==> config.mk <==
export PLATFORM = sky130hd
export DESIGN_NAME = fetch_queue
export DESIGN_NICKNAME = d
export VERILOG_FILES = /design/src/rtl/cpu_pkg.sv /design/src/rtl/fetch_fifo.sv /design/src/rtl/fetch_queue.sv
export SDC_FILE = /design/constraint.sdc
export NUM_CORES = 1
export LEC_CHECK = 0
export CORE_MARGIN = 2
export CORE_UTILIZATION = 50
export CTS_BUF_LIST = sky130_fd_sc_hd__clkbuf_16
export DETAILED_ROUTE_END_ITERATION = 6
export HOLD_SLACK_MARGIN = 0.12
export PLACE_DENSITY = 0.72
export SLEW_MARGIN = 20
export SYNTH_ARGS = -nofsm -noshare
export SYNTH_HDL_FRONTEND = slang
export SYNTH_SLANG_ARGS = --single-unit
==> constraint.sdc <==
create_clock -name clk -period 4.2 [get_ports clk]
set_clock_uncertainty 0.1 [all_clocks]
set_input_delay 0.63 -clock clk [delete_from_list [all_inputs] [get_ports clk]]
set_output_delay 0.63 -clock clk [all_outputs]
set_load 0.1 [all_outputs]
==> src/rtl/cpu_pkg.sv <==
// Shared fetch-stage constants and the fetch request state encoding.
package cpu_pkg;
  localparam int PC_W  = 32;
  localparam int INS_W = 32;
  localparam int AW    = 8;

  typedef enum logic [1:0] {
    IDLE = 2'd0,
    REQ  = 2'd1,
    DROP = 2'd2
  } fetch_state_e;

  localparam logic [PC_W-1:0] RESET_PC = '0;
endpackage

==> src/rtl/fetch_fifo.sv <==
// Instruction/PC buffer between fetch and execute: registered storage,
// head read combinationally, synchronous flush overriding push and pop.
module fetch_fifo #(
  parameter int DEPTH = 4,
  parameter int WIDTH = 64,
  localparam int PW = $clog2(DEPTH),
  localparam int CW = PW + 1
) (
  input  logic             clk,
  input  logic             rstd,
  input  logic             push,
  input  logic             pop,
  input  logic             flush,
  input  logic [WIDTH-1:0] wdata,
  output logic [WIDTH-1:0] rdata,
  output logic [CW-1:0]    count,
  output logic             empty,
  output logic             full
);
  logic [WIDTH-1:0] mem_q [DEPTH];
  logic [PW-1:0]    wr_ptr_q, wr_ptr_d, rd_ptr_q, rd_ptr_d;
  logic [CW-1:0]    count_q, count_d;
  logic             do_push, do_pop;

  assign empty   = (count_q == '0);
  assign full    = (count_q == CW'(DEPTH));
  assign do_push = push & ~full & ~flush;
  assign do_pop  = pop & ~empty & ~flush;

  always_comb begin
    wr_ptr_d = wr_ptr_q;
    rd_ptr_d = rd_ptr_q;
    count_d  = count_q;
    if (flush) begin
      wr_ptr_d = '0;
      rd_ptr_d = '0;
      count_d  = '0;
    end else begin
      if (do_push) wr_ptr_d = wr_ptr_q + 1'b1;
      if (do_pop)  rd_ptr_d = rd_ptr_q + 1'b1;
      count_d = count_q + CW'(do_push) - CW'(do_pop);
    end
  end

  always_ff @(posedge clk or negedge rstd) begin
    if (!rstd) begin
      wr_ptr_q <= '0;
      rd_ptr_q <= '0;
      count_q  <= '0;
    end else begin
      wr_ptr_q <= wr_ptr_d;
      rd_ptr_q <= rd_ptr_d;
      count_q  <= count_d;
    end
  end

  // Storage needs no reset: count gates every read.
  always_ff @(posedge clk) begin
    if (do_push) mem_q[wr_ptr_q] <= wdata;
  end

  assign rdata = empty ? '0 : mem_q[rd_ptr_q];
  assign count = count_q;
endmodule

==> src/rtl/fetch_queue.sv <==
// Fetch stage: PC register, instruction memory request FSM and the
// instruction buffer feeding execute.
//   state | meaning
//   IDLE  | no request outstanding
//   REQ   | request outstanding for fetch_pc
//   DROP  | request outstanding whose data will be discarded
module fetch_queue
  import cpu_pkg::*;
#(
  parameter int DEPTH = 4,
  parameter int PC_W  = cpu_pkg::PC_W,
  parameter int AW    = cpu_pkg::AW,
  parameter int INS_W = cpu_pkg::INS_W,
  localparam int CW = $clog2(DEPTH) + 1
) (
  input  logic             clk,
  input  logic             rstd,
  output logic             imem_req,
  output logic [AW-1:0]    imem_addr,
  input  logic             imem_ack,
  input  logic [INS_W-1:0] imem_data,
  output logic             ins_valid,
  output logic [INS_W-1:0] ins,
  output logic [PC_W-1:0]  ins_pc,
  input  logic             ins_ready,
  input  logic             redirect,
  input  logic [PC_W-1:0]  redirect_pc,
  output logic [CW-1:0]    count
);
  fetch_state_e      state_q, state_d;
  logic [PC_W-1:0]   fetch_pc_q, fetch_pc_d;
  logic              req_q, req_d;
  logic [AW-1:0]     addr_q, addr_d;
  logic              push, pop, fifo_empty, fifo_full;
  logic [CW-1:0]     cnt_next;
  logic [PC_W-1:0]   pc_inc;
  logic [INS_W+PC_W-1:0] rdata;

  assign push     = (state_q == REQ) & imem_ack & ~redirect;
  assign pop      = ins_ready & ~fifo_empty;
  assign cnt_next = count + CW'(push) - CW'(pop & ~redirect);
  assign pc_inc   = fetch_pc_q + 1'b1;

  always_comb begin
    state_d    = state_q;
    fetch_pc_d = fetch_pc_q;
    req_d      = req_q;
    addr_d     = addr_q;
    if (redirect) fetch_pc_d = redirect_pc;
    unique case (state_q)
      IDLE: begin
        if (!redirect && !fifo_full) begin
          state_d = REQ;
          req_d   = 1'b1;
          addr_d  = fetch_pc_q[AW-1:0];
        end
      end
      REQ: begin
        if (redirect) begin
          // Without an ack the request cannot be withdrawn, so ride it out in DROP.
          if (imem_ack) begin
            state_d = IDLE;
            req_d   = 1'b0;
          end else begin
            state_d = DROP;
          end
        end else if (imem_ack) begin
          fetch_pc_d = pc_inc;
          if (cnt_next < CW'(DEPTH)) begin
            addr_d = pc_inc[AW-1:0];
          end else begin
            state_d = IDLE;
            req_d   = 1'b0;
          end
        end
      end
      DROP: begin
        if (imem_ack) begin
          state_d = IDLE;
          req_d   = 1'b0;
        end
      end
      default: begin
        state_d = IDLE;
        req_d   = 1'b0;
      end
    endcase
  end

  always_ff @(posedge clk or negedge rstd) begin
    if (!rstd) begin
      state_q    <= IDLE;
      fetch_pc_q <= PC_W'(RESET_PC);
      req_q      <= 1'b0;
      addr_q     <= '0;
    end else begin
      state_q    <= state_d;
      fetch_pc_q <= fetch_pc_d;
      req_q      <= req_d;
      addr_q     <= addr_d;
    end
  end

  fetch_fifo #(
    .DEPTH (DEPTH),
    .WIDTH (INS_W + PC_W)
  ) u_fifo (
    .clk   (clk),
    .rstd  (rstd),
    .push  (push),
    .pop   (pop),
    .flush (redirect),
    .wdata ({imem_data, fetch_pc_q}),
    .rdata (rdata),
    .count (count),
    .empty (fifo_empty),
    .full  (fifo_full)
  );

  assign imem_req  = req_q;
  assign imem_addr = addr_q;
  assign ins_valid = ~fifo_empty;
  assign ins       = rdata[INS_W+PC_W-1:PC_W];
  assign ins_pc    = rdata[PC_W-1:0];
endmodule

==> results of run 1 <==
-- worst max path at each step --
stage	startpoint	to	cells after the start
detailed placement	imem_ack	u_fifo.mem_q[1][39]	5
finish	u_fifo.count[2]	ins_valid	2
CTS	u_fifo.rd_ptr_q[0]	ins[30]	4
global route	u_fifo.rd_ptr_q[0]	ins[30]	4
global placement	imem_ack	u_fifo.mem_q[1][42]	5
floorplan	u_fifo.count[1]	u_fifo.mem_q[1][0]	4
-- worst register-to-register path, cell delays in order, from the launching register on --
cell                      delay (ns)
sky130_fd_sc_hd__dfrtp_1        0.41
sky130_fd_sc_hd__or3_2          0.67
sky130_fd_sc_hd__nand2_1        0.19
sky130_fd_sc_hd__nor2_1         0.06
sky130_fd_sc_hd__ha_1           0.17
sky130_fd_sc_hd__inv_1          0.09
sky130_fd_sc_hd__ha_1           0.22
sky130_fd_sc_hd__nor2b_1        0.14
sky130_fd_sc_hd__nor2_1         0.11
sky130_fd_sc_hd__xor2_1         0.17
sky130_fd_sc_hd__a21o_1         0.35
sky130_fd_sc_hd__mux2_2         0.39
-- per-layer routing --
layer  track usage  part of all wire
met1        0.2950              0.45
met4       0.04787             0.014
met3       0.03005             0.067
met2        0.3051              0.47
met5             0                 0
-- stage by stage --
step | std cells | hold WS, ns | utilization
finish | 1229 | 0.3831 | 0.6122
global route | 1229 | 0.3922 | 0.6122
CTS | 1229 | 0.3591 | 0.6122
detailed placement | 1173 | 0.4000 | 0.5737
floorplan | 720 | 0.2344 | -
global placement | 1173 | 0.4011 | 0.5737
-- registers in the layout, summed over array words and instances, names as in the netlist --
signal / count
u_fifo.wr_ptr_q: 2
u_fifo.rd_ptr_q: 2
imem_addr: 8
u_fifo.count: 3
u_fifo.mem_q: 256
state_q: 2
fetch_pc_q: 32
imem_req: 1
-- synth_stat cells, types with 2 or more instances --
cell | count | share of area
sky130_fd_sc_hd__a211oi_1 | 8 | 0.0048
sky130_fd_sc_hd__a21o_1 | 2 | 0.0012
sky130_fd_sc_hd__a21oi_1 | 8 | 0.0032
sky130_fd_sc_hd__a221oi_1 | 2 | 0.0014
sky130_fd_sc_hd__and2_1 | 72 | 0.036
sky130_fd_sc_hd__and3_1 | 8 | 0.0040
sky130_fd_sc_hd__buf_1 | 8 | 0.0024
sky130_fd_sc_hd__buf_2 | 9 | 0.0036
sky130_fd_sc_hd__buf_4 | 2 | 0.0012
sky130_fd_sc_hd__clkbuf_1 | 16 | 0.0048
sky130_fd_sc_hd__dfrtp_1 | 50 | 0.099
sky130_fd_sc_hd__edfxtp_1 | 256 | 0.61
sky130_fd_sc_hd__ha_1 | 8 | 0.0080
sky130_fd_sc_hd__inv_1 | 13 | 0.0039
sky130_fd_sc_hd__mux2_2 | 10 | 0.0089
sky130_fd_sc_hd__mux2i_1 | 3 | 0.0024
sky130_fd_sc_hd__mux4_2 | 64 | 0.11
sky130_fd_sc_hd__nand2_1 | 38 | 0.011
sky130_fd_sc_hd__nand2b_1 | 3 | 0.0015
sky130_fd_sc_hd__nand3_1 | 9 | 0.0036
sky130_fd_sc_hd__nand3_2 | 2 | 0.0016
sky130_fd_sc_hd__nand4_1 | 3 | 0.0015
sky130_fd_sc_hd__nor2_1 | 25 | 0.0075
sky130_fd_sc_hd__nor2b_1 | 5 | 0.0025
sky130_fd_sc_hd__nor3_1 | 11 | 0.0044
sky130_fd_sc_hd__nor4_1 | 4 | 0.0020
sky130_fd_sc_hd__nor4_4 | 2 | 0.0034
sky130_fd_sc_hd__o21ai_0 | 13 | 0.0052
sky130_fd_sc_hd__o21ai_1 | 2 | 0.00080
sky130_fd_sc_hd__o31ai_1 | 2 | 0.0012
sky130_fd_sc_hd__o32ai_1 | 3 | 0.0021
sky130_fd_sc_hd__or4_1 | 2 | 0.0012
sky130_fd_sc_hd__xnor2_1 | 19 | 0.013
sky130_fd_sc_hd__xor2_1 | 10 | 0.0070
-- cells by family (layout without fill, tap and decap cells) --
family / after synthesis / after routing / share of synthesized area
AO/OA/AOI/OAI: 51 / 51 / 0.02763
multiplexers: 77 / 77 / 0.1258
AND/OR/NAND/NOR: 195 / 195 / 0.08815
buffers and inverters: 52 / 231 / 0.01799
XOR/XNOR: 29 / 29 / 0.02017
flip-flops: 306 / 306 / 0.7099
adder cells (fa/ha/maj): 10 / 10 / 0.01034
-- final cells by class --
cell class                 count  area [µm²]
tap                          330       412.9
clock inverter                24       175.2
sequential                   306        8944
inverter                      14       52.55
clock buffer                  31       775.7
fill                        1832        9681
multi-input combinational    362        3437
timing repair buffer         162        1486
==> results.md, run 1 <==
Clocking:
- The later pin in the worst-skew pair is clocked with a latency of 0.56 ns.
- The CTS sink count is 306.
- The maximum root-to-sink buffer count is 3.
- The CTS tree is yes.
- The number of buffers created by CTS is 30.
- The post-CTS repair timing setup buffer count is 0.
- Buffers inserted to repair hold after CTS numbered 1.
- After clock tree synthesis, the clock-pin slew on the worst setup and hold paths is 0.06 ns.
- In this run the number of H-tree levels came out at 1.
- Gates resized during post-CTS repair numbered 0.
- CTS placed an instance of sky130_fd_sc_hd__clkbuf_16 at the clock tree root.

Synthesis:
- The cell count after synthesis is 720.
- The synthesized area is 0.01259 mm².
- In the synthesized netlist the dominant register cell turns out to be sky130_fd_sc_hd__edfxtp_1.
- The mean instance size in the synthesized netlist is 17.49 µm².
- The synthesized design contains 306 register bits.
- The post-synth net total is 798.
- The register area share after synthesis is 0.7099.
- Synthesis instantiated 62 different standard cells from the library.
- The count of warnings emitted by yosys is 0.
- The number of enable-type register cells in the synthesized netlist is 256.
- The async set-reset flop share out of synthesis is 0.1634.

Setup path:
- The kind of cell adding the most delay to the critical path is buffers and inverters.
- The required time reported for the critical path endpoint is 3.47 ns.
- The worst reg2reg path startpoint is u_fifo.count[2].
- The biggest fanout along the worst timing path is 21.
- The number of cells traversed by the worst register-to-register path is 11.
- STA puts the critical path data arrival time at 2.66 ns.
- The maximum cell stage delay along the critical path is 1.03 ns.
- Counting both buffers and inverters, the worst setup path holds a total of 1.
- STA classifies the critical path endpoint as an output pin.
- Setup slack on the worst reg-to-reg path comes out at 1.03 ns.
- The standard cell with the maximum stage delay on the critical path is sky130_fd_sc_hd__clkdlybuf4s50_1.
- The nature of the critical path startpoint is a flop.
- The startpoint-to-endpoint class of the critical path is flop to output pin.
- The critical path goes through or3_2 > clkdlybuf4s50_1.
- The endpoint identified for the worst register-to-register timing path is imem_addr[7].

Die:
- The width of the chip is 162.7 µm.
- The number of top-level pins is 146.
- The floorplan die area is 0.02647 mm².
- The starting utilization of the core area is 0.5044.
- The floorplan has 58 rows.
- The die is 162.7 µm tall.
- The area of the core region is 0.02496 mm².

Place:
- Buffers placed on the I/O ports in this run total 145.
- Before CTS, the worst setup slack after placement is 0.8953 ns.
- Routability-driven placement finished with a final weighted congestion of 0.8360.
- The estimated wirelength of the detail-placed design is 16530 µm.
- The placed cell area is 0.01432 mm².

Cells and area:
- The number of inserted diodes is 0.
- The final instance area is 0.01528 mm².
- Leaving out fill and tap cells, the most frequent cells in the layout are sky130_fd_sc_hd__edfxtp_1 (256), sky130_fd_sc_hd__clkdlybuf4s50_1 (79), sky130_fd_sc_hd__buf_4 (74), sky130_fd_sc_hd__and2_1 (68), sky130_fd_sc_hd__mux4_2 (64).
- Compared with the post-synthesis result, the final layout area differs by 21.39%.
- Of the cells placed in the final design, the portion with a size suffix greater than 1 is 0.2414.
- At the end of the flow, the number of nets in the layout was 954.
- The most common cell after layout, fill and taps aside is sky130_fd_sc_hd__edfxtp_1.

Detailed routing:
- The vias after detailed routing is 6804.
- The detailed-router iteration count before antenna repair is 5.
- The detailed-route DRC error count is 0.
- The routed design has 25340 µm of wire.
- In the routed layout, each cell is associated on average with a via count of 5.536.
- The number of design-rule violations left by the first detailed-router iteration is 642.
- The average detailed-routed wire length per instance is 20.62 µm.
- The detail route stage leaves a number of antenna-violating nets equal to 0.

Run:
- The max-capacitance violation count is 0.

STA:
- Setup total negative slack on the finished layout was measured at 0 ns.
- The fmax is 0.2949 GHz.
- The remaining max-slew budget at the tightest pin is 0.2706.
- Setup repair after global routing left no endpoint under its margin.
- After layout, the worst setup slack is 0.8092 ns.
- After layout, the minimum clock period comes to 3.391 ns.
- Setup violations remaining at the end of the flow were counted as 0.
- The transition time at the pin with the least slew margin is 1.091 ns.
- The max-slew violation count is 0.
- The final hold violation count is 0.
- The post-route clock period utilization is 0.8073.

Min path:
- The tightest min-delay check is of the primary input to flop type.
- The instance count along the most critical hold path is 3.
- The worst hold path begins at redirect.
- For hold timing, the worst endpoint is fetch_pc_q[14].

Global route:
- The global-route wire length before repair is 39480 µm.
- The initial antenna violation count is 0.
- After global routing the overflow that remains totals 0.
- The total global-route track usage is 0.1958.
- Entering global routing, the biggest net connects 59 pins.
- The number of global-route vias before repair came to 6936.

Outcome:
- The run finished with clean final reports.
Power of run 1 is not shown: default switching activity piles up to over one toggle a cycle in this logic, so the estimate is an artifact.
==> run 2, diff against run 1 <==
PLACE_DENSITY = 0.75   (was 0.72)
clock period = 2.89 ns   (was 4.2 ns; I/O delays follow)
==> results.md, run 2 (same netlist as run 1, synthesis figures left out) <==
Detailed routing:
- The detailed router finished its first iteration with 488 violations.
- Summing over every cut layer, the via total after detailed routing is 6929.
- The number of vias per cell is 5.570.
- The post-detailed-route count of antenna-violating nets is 0.
- For this block, the routed nets add up to 25810 µm of wire.
- The first TritonRoute pass finished after 5 iterations.
- The detailed-route DRC error count is 0.
- After detailed routing, the average wire length per cell comes to 20.75 µm.

Die:
- The count of standard-cell rows is 58.
- The starting utilization of the core area is 0.5044.
- The number of top-level pins is 146.
- The die is 162.7 µm tall.
- The die is 162.7 µm wide.
- The total area inside the core boundary comes to 0.02496 mm².
- The floorplan die area is 0.02647 mm².

Setup path:
- The critical path goes through buf_12 > mux4_2 > and2_1 > buf_12.
- The endpoint arrival time on the critical path is 2.24 ns.
- The endpoint identified for the worst register-to-register timing path is imem_addr[1].
- By startpoint and endpoint, the worst setup path is classified as flop to output pin.
- The nature of the critical path startpoint is a flop.
- The standard cell with the maximum stage delay on the critical path is sky130_fd_sc_hd__dfrtp_4.
- The nature of the critical path endpoint is an output pin.
- The cell repeated most along the worst path is sky130_fd_sc_hd__buf_12.
- For this run, the slowest stage of the critical path takes 0.53 ns.
- The biggest fanout along the worst timing path is 21.
- The kind of cell adding the most delay to the critical path is flip-flops.
- The worst register-to-register path begins at u_fifo.count[0].
- Tracing the worst setup path back leads to its startpoint at u_fifo.rd_ptr_q[0].
- Setup slack on the worst reg-to-reg path comes out at 0.19 ns.
- The required time reported for the critical path endpoint is 2.36 ns.
- The number of cells traversed by the worst register-to-register path is 12.
- Together, buffers and inverters on the worst path number 2.

Global route:
- The remaining global-route overflow is 0.
- The initial antenna violation count came to 0.
- In the global route stage, overall resource usage came out at 0.1990.
- Entering global routing, the biggest net connects 67 pins.
- The number of global-route vias before repair is 7155.
- The first global-routing pass estimated 40210 µm of wire.

Outcome:
- The flow ran to the end, and the final reports show no timing, DRC or antenna violations.

Place:
- The total of buffers placed on input and output ports is 145.
- The number of placed instances with taps included is 1190.
- The final weighted congestion of routability-driven global placement is 0.8748.
- Detailed placement ended at an HPWL of 16530 µm.
- The placed instances occupy a cell area of 0.01530 mm².

Cells and area:
- The library cell used most frequently in the layout, excluding fill and tap cells, is sky130_fd_sc_hd__edfxtp_1.
- After the last flow step, the layout net total stands at 973.
- With fillers left out, the area of the finished cells amounts to 0.01621 mm².
- The number of flip-flops in the largest register is 256.
- At the end of the flow the core is filled with cells to 0.6493.
- The register name with the most flops is u_fifo.mem_q.
- In the final layout, the multi-input gates occupy 0.003497 mm².
- The area growth from synthesis to layout is 28.74%.
- The number of inserted diodes is 0.
- The share of cells above drive strength 1 is 0.2779.
- The filler cells instantiated in the layout total 1728.
- The count of cells in the finished layout, fillers not included, comes to 1244.
- The footprint of the flip-flops and latches is 0.008952 mm².
- In the layout the commonest cells are sky130_fd_sc_hd__edfxtp_1 (256), sky130_fd_sc_hd__buf_12 (71), sky130_fd_sc_hd__and2_1 (68), sky130_fd_sc_hd__clkdlybuf4s50_1 (66), sky130_fd_sc_hd__mux4_2 (64).

Clocking:
- The CTS sink count is 306.
- In this run the deepest clock path goes through 3 buffers.
- The CTS tree is yes.
- Clock tree synthesis inserted a total of 29 buffers.
- The number of H-tree branching levels is 1.
- At the later pin of the worst-skew pair, clock insertion delay measures 0.54 ns.
- After clock tree synthesis, the clock-pin slew on the worst setup and hold paths is 0.06 ns.
- Clock tree synthesis selected as its root buffer the cell sky130_fd_sc_hd__clkbuf_16.

STA:
- Setup repair after global routing left no endpoint under its margin.
- The final hold violation count is 0.
- For the finished layout, the period the worst path requires is 2.775 ns.
- The max-slew violation count is 0.
- At the pin with the least slew margin, the transition time is 0.6778 ns.
- Of the available clock period, the critical path in the final layout requires 0.9602.
- The final number of setup-violating endpoints is 0.
- Headroom to the max-slew limit came out at 0.5481.
- Based on the critical path, the design can be clocked at up to 0.3604 GHz.

Min path:
- The instance count along the most critical hold path is 3.
- The path type of the worst min-delay path is primary input to flop.
- The worst hold path terminates at u_fifo.count[0].
- The source of the worst hold timing path is redirect.

Power:
- IR analysis of the VDD net gives a maximum drop of 0.001074 V.
- For this design the static power due to leakage is 5.599 nW.
- In this run the power density over the cells is 1147 mW/mm².

Run:
- The max-capacitance violation count is 0.
-- run 2: cell types whose count changed in the layout (fill, tap and decap cells not counted), moves of 3 or more --
cell                              change
sky130_fd_sc_hd__buf_12              +65
sky130_fd_sc_hd__buf_4               -34
sky130_fd_sc_hd__clkdlybuf4s50_1     -13
sky130_fd_sc_hd__dfrtp_1              -3
sky130_fd_sc_hd__mux2_2               -7
sky130_fd_sc_hd__mux2_4               +7
-- run 2: worst max-delay path by stage --
stage / endpoint / depth (start not counted)
floorplan: imem_addr[0] / 13
global placement: imem_addr[0] / 12
detailed placement: imem_addr[0] / 12
CTS: ins_pc[29] / 4
global route: ins[6] / 4
finish: ins[7] / 4
-- run 2: where the power goes --
part	leakage [nW]	internal [W]	switching (W)	total (W)
sequential	2.90	0.00510	0.000248	0.00535
combinational	2.24	0.00336	0.00639	0.00976
clock	0.455	0.00198	0.00150	0.00348
-- run 2: worst register-to-register path, cell delays in order (launching register included) --
cell and delay, ns:
sky130_fd_sc_hd__dfrtp_4 0.48, sky130_fd_sc_hd__or3_4 0.42, sky130_fd_sc_hd__nand2_4 0.08, sky130_fd_sc_hd__nor2_2 0.04
sky130_fd_sc_hd__ha_2 0.17, sky130_fd_sc_hd__inv_2 0.08, sky130_fd_sc_hd__ha_4 0.19, sky130_fd_sc_hd__nor2b_4 0.12
sky130_fd_sc_hd__nor2_1 0.12, sky130_fd_sc_hd__xor2_1 0.16, sky130_fd_sc_hd__a21o_1 0.17, sky130_fd_sc_hd__buf_12 0.15
sky130_fd_sc_hd__mux2_4 0.30
-- run 2: per-stage QoR --
step | hold slack, ns | TNS, ns | power (W) | setup WS, ns
after floorplan | 0.03791 | -0.08408 | 0.01194 | -0.01201
after global placement | 0.3898 | 0 | 0.01514 | 0.02514
after detailed placement | 0.3977 | 0 | 0.01521 | 0.006576
after CTS | 0.1705 | 0 | 0.01875 | 0.02788
after global routing | 0.1890 | 0 | 0.01923 | 0.03041
final | 0.2123 | 0 | 0.01859 | 0.1149
-- run 2: repair_timing --
action | in CTS | in global routing
buffers inserted | 3 | 0
setup endpoints to repair | 50 | 12
gates resized for setup | 0 | 1
gates cloned | 0 | 0
hold buffers | 1 | 0
hold endpoints to repair | 25 | 0
-- run 2: final cells by class --
| cell class | instances | area share |
|---|---|---|
| clock buffer | 29 | 0.04477 |
| clock inverter | 21 | 0.008877 |
| inverter | 14 | 0.003242 |
| multi-input combinational | 362 | 0.2157 |
| sequential | 306 | 0.5523 |
| tap | 330 | 0.02547 |
| timing repair buffer | 182 | 0.1496 |
-- run 2: metal layers --
| metal | GRT usage | vias to the layer above | routed length [µm] |
|---|---|---|---|
| met2 | 0.3286 | 246 | 12570 |
| met4 | 0.03942 | 0 | 357 |
| met1 | 0.2859 | 3520 | 11130 |
| met3 | 0.03183 | 28 | 1751 |
| met5 | 0 | - | 0 |
| li1 | - | 3135 | - |
No activity file was read; power rests on OpenSTA's default activity.
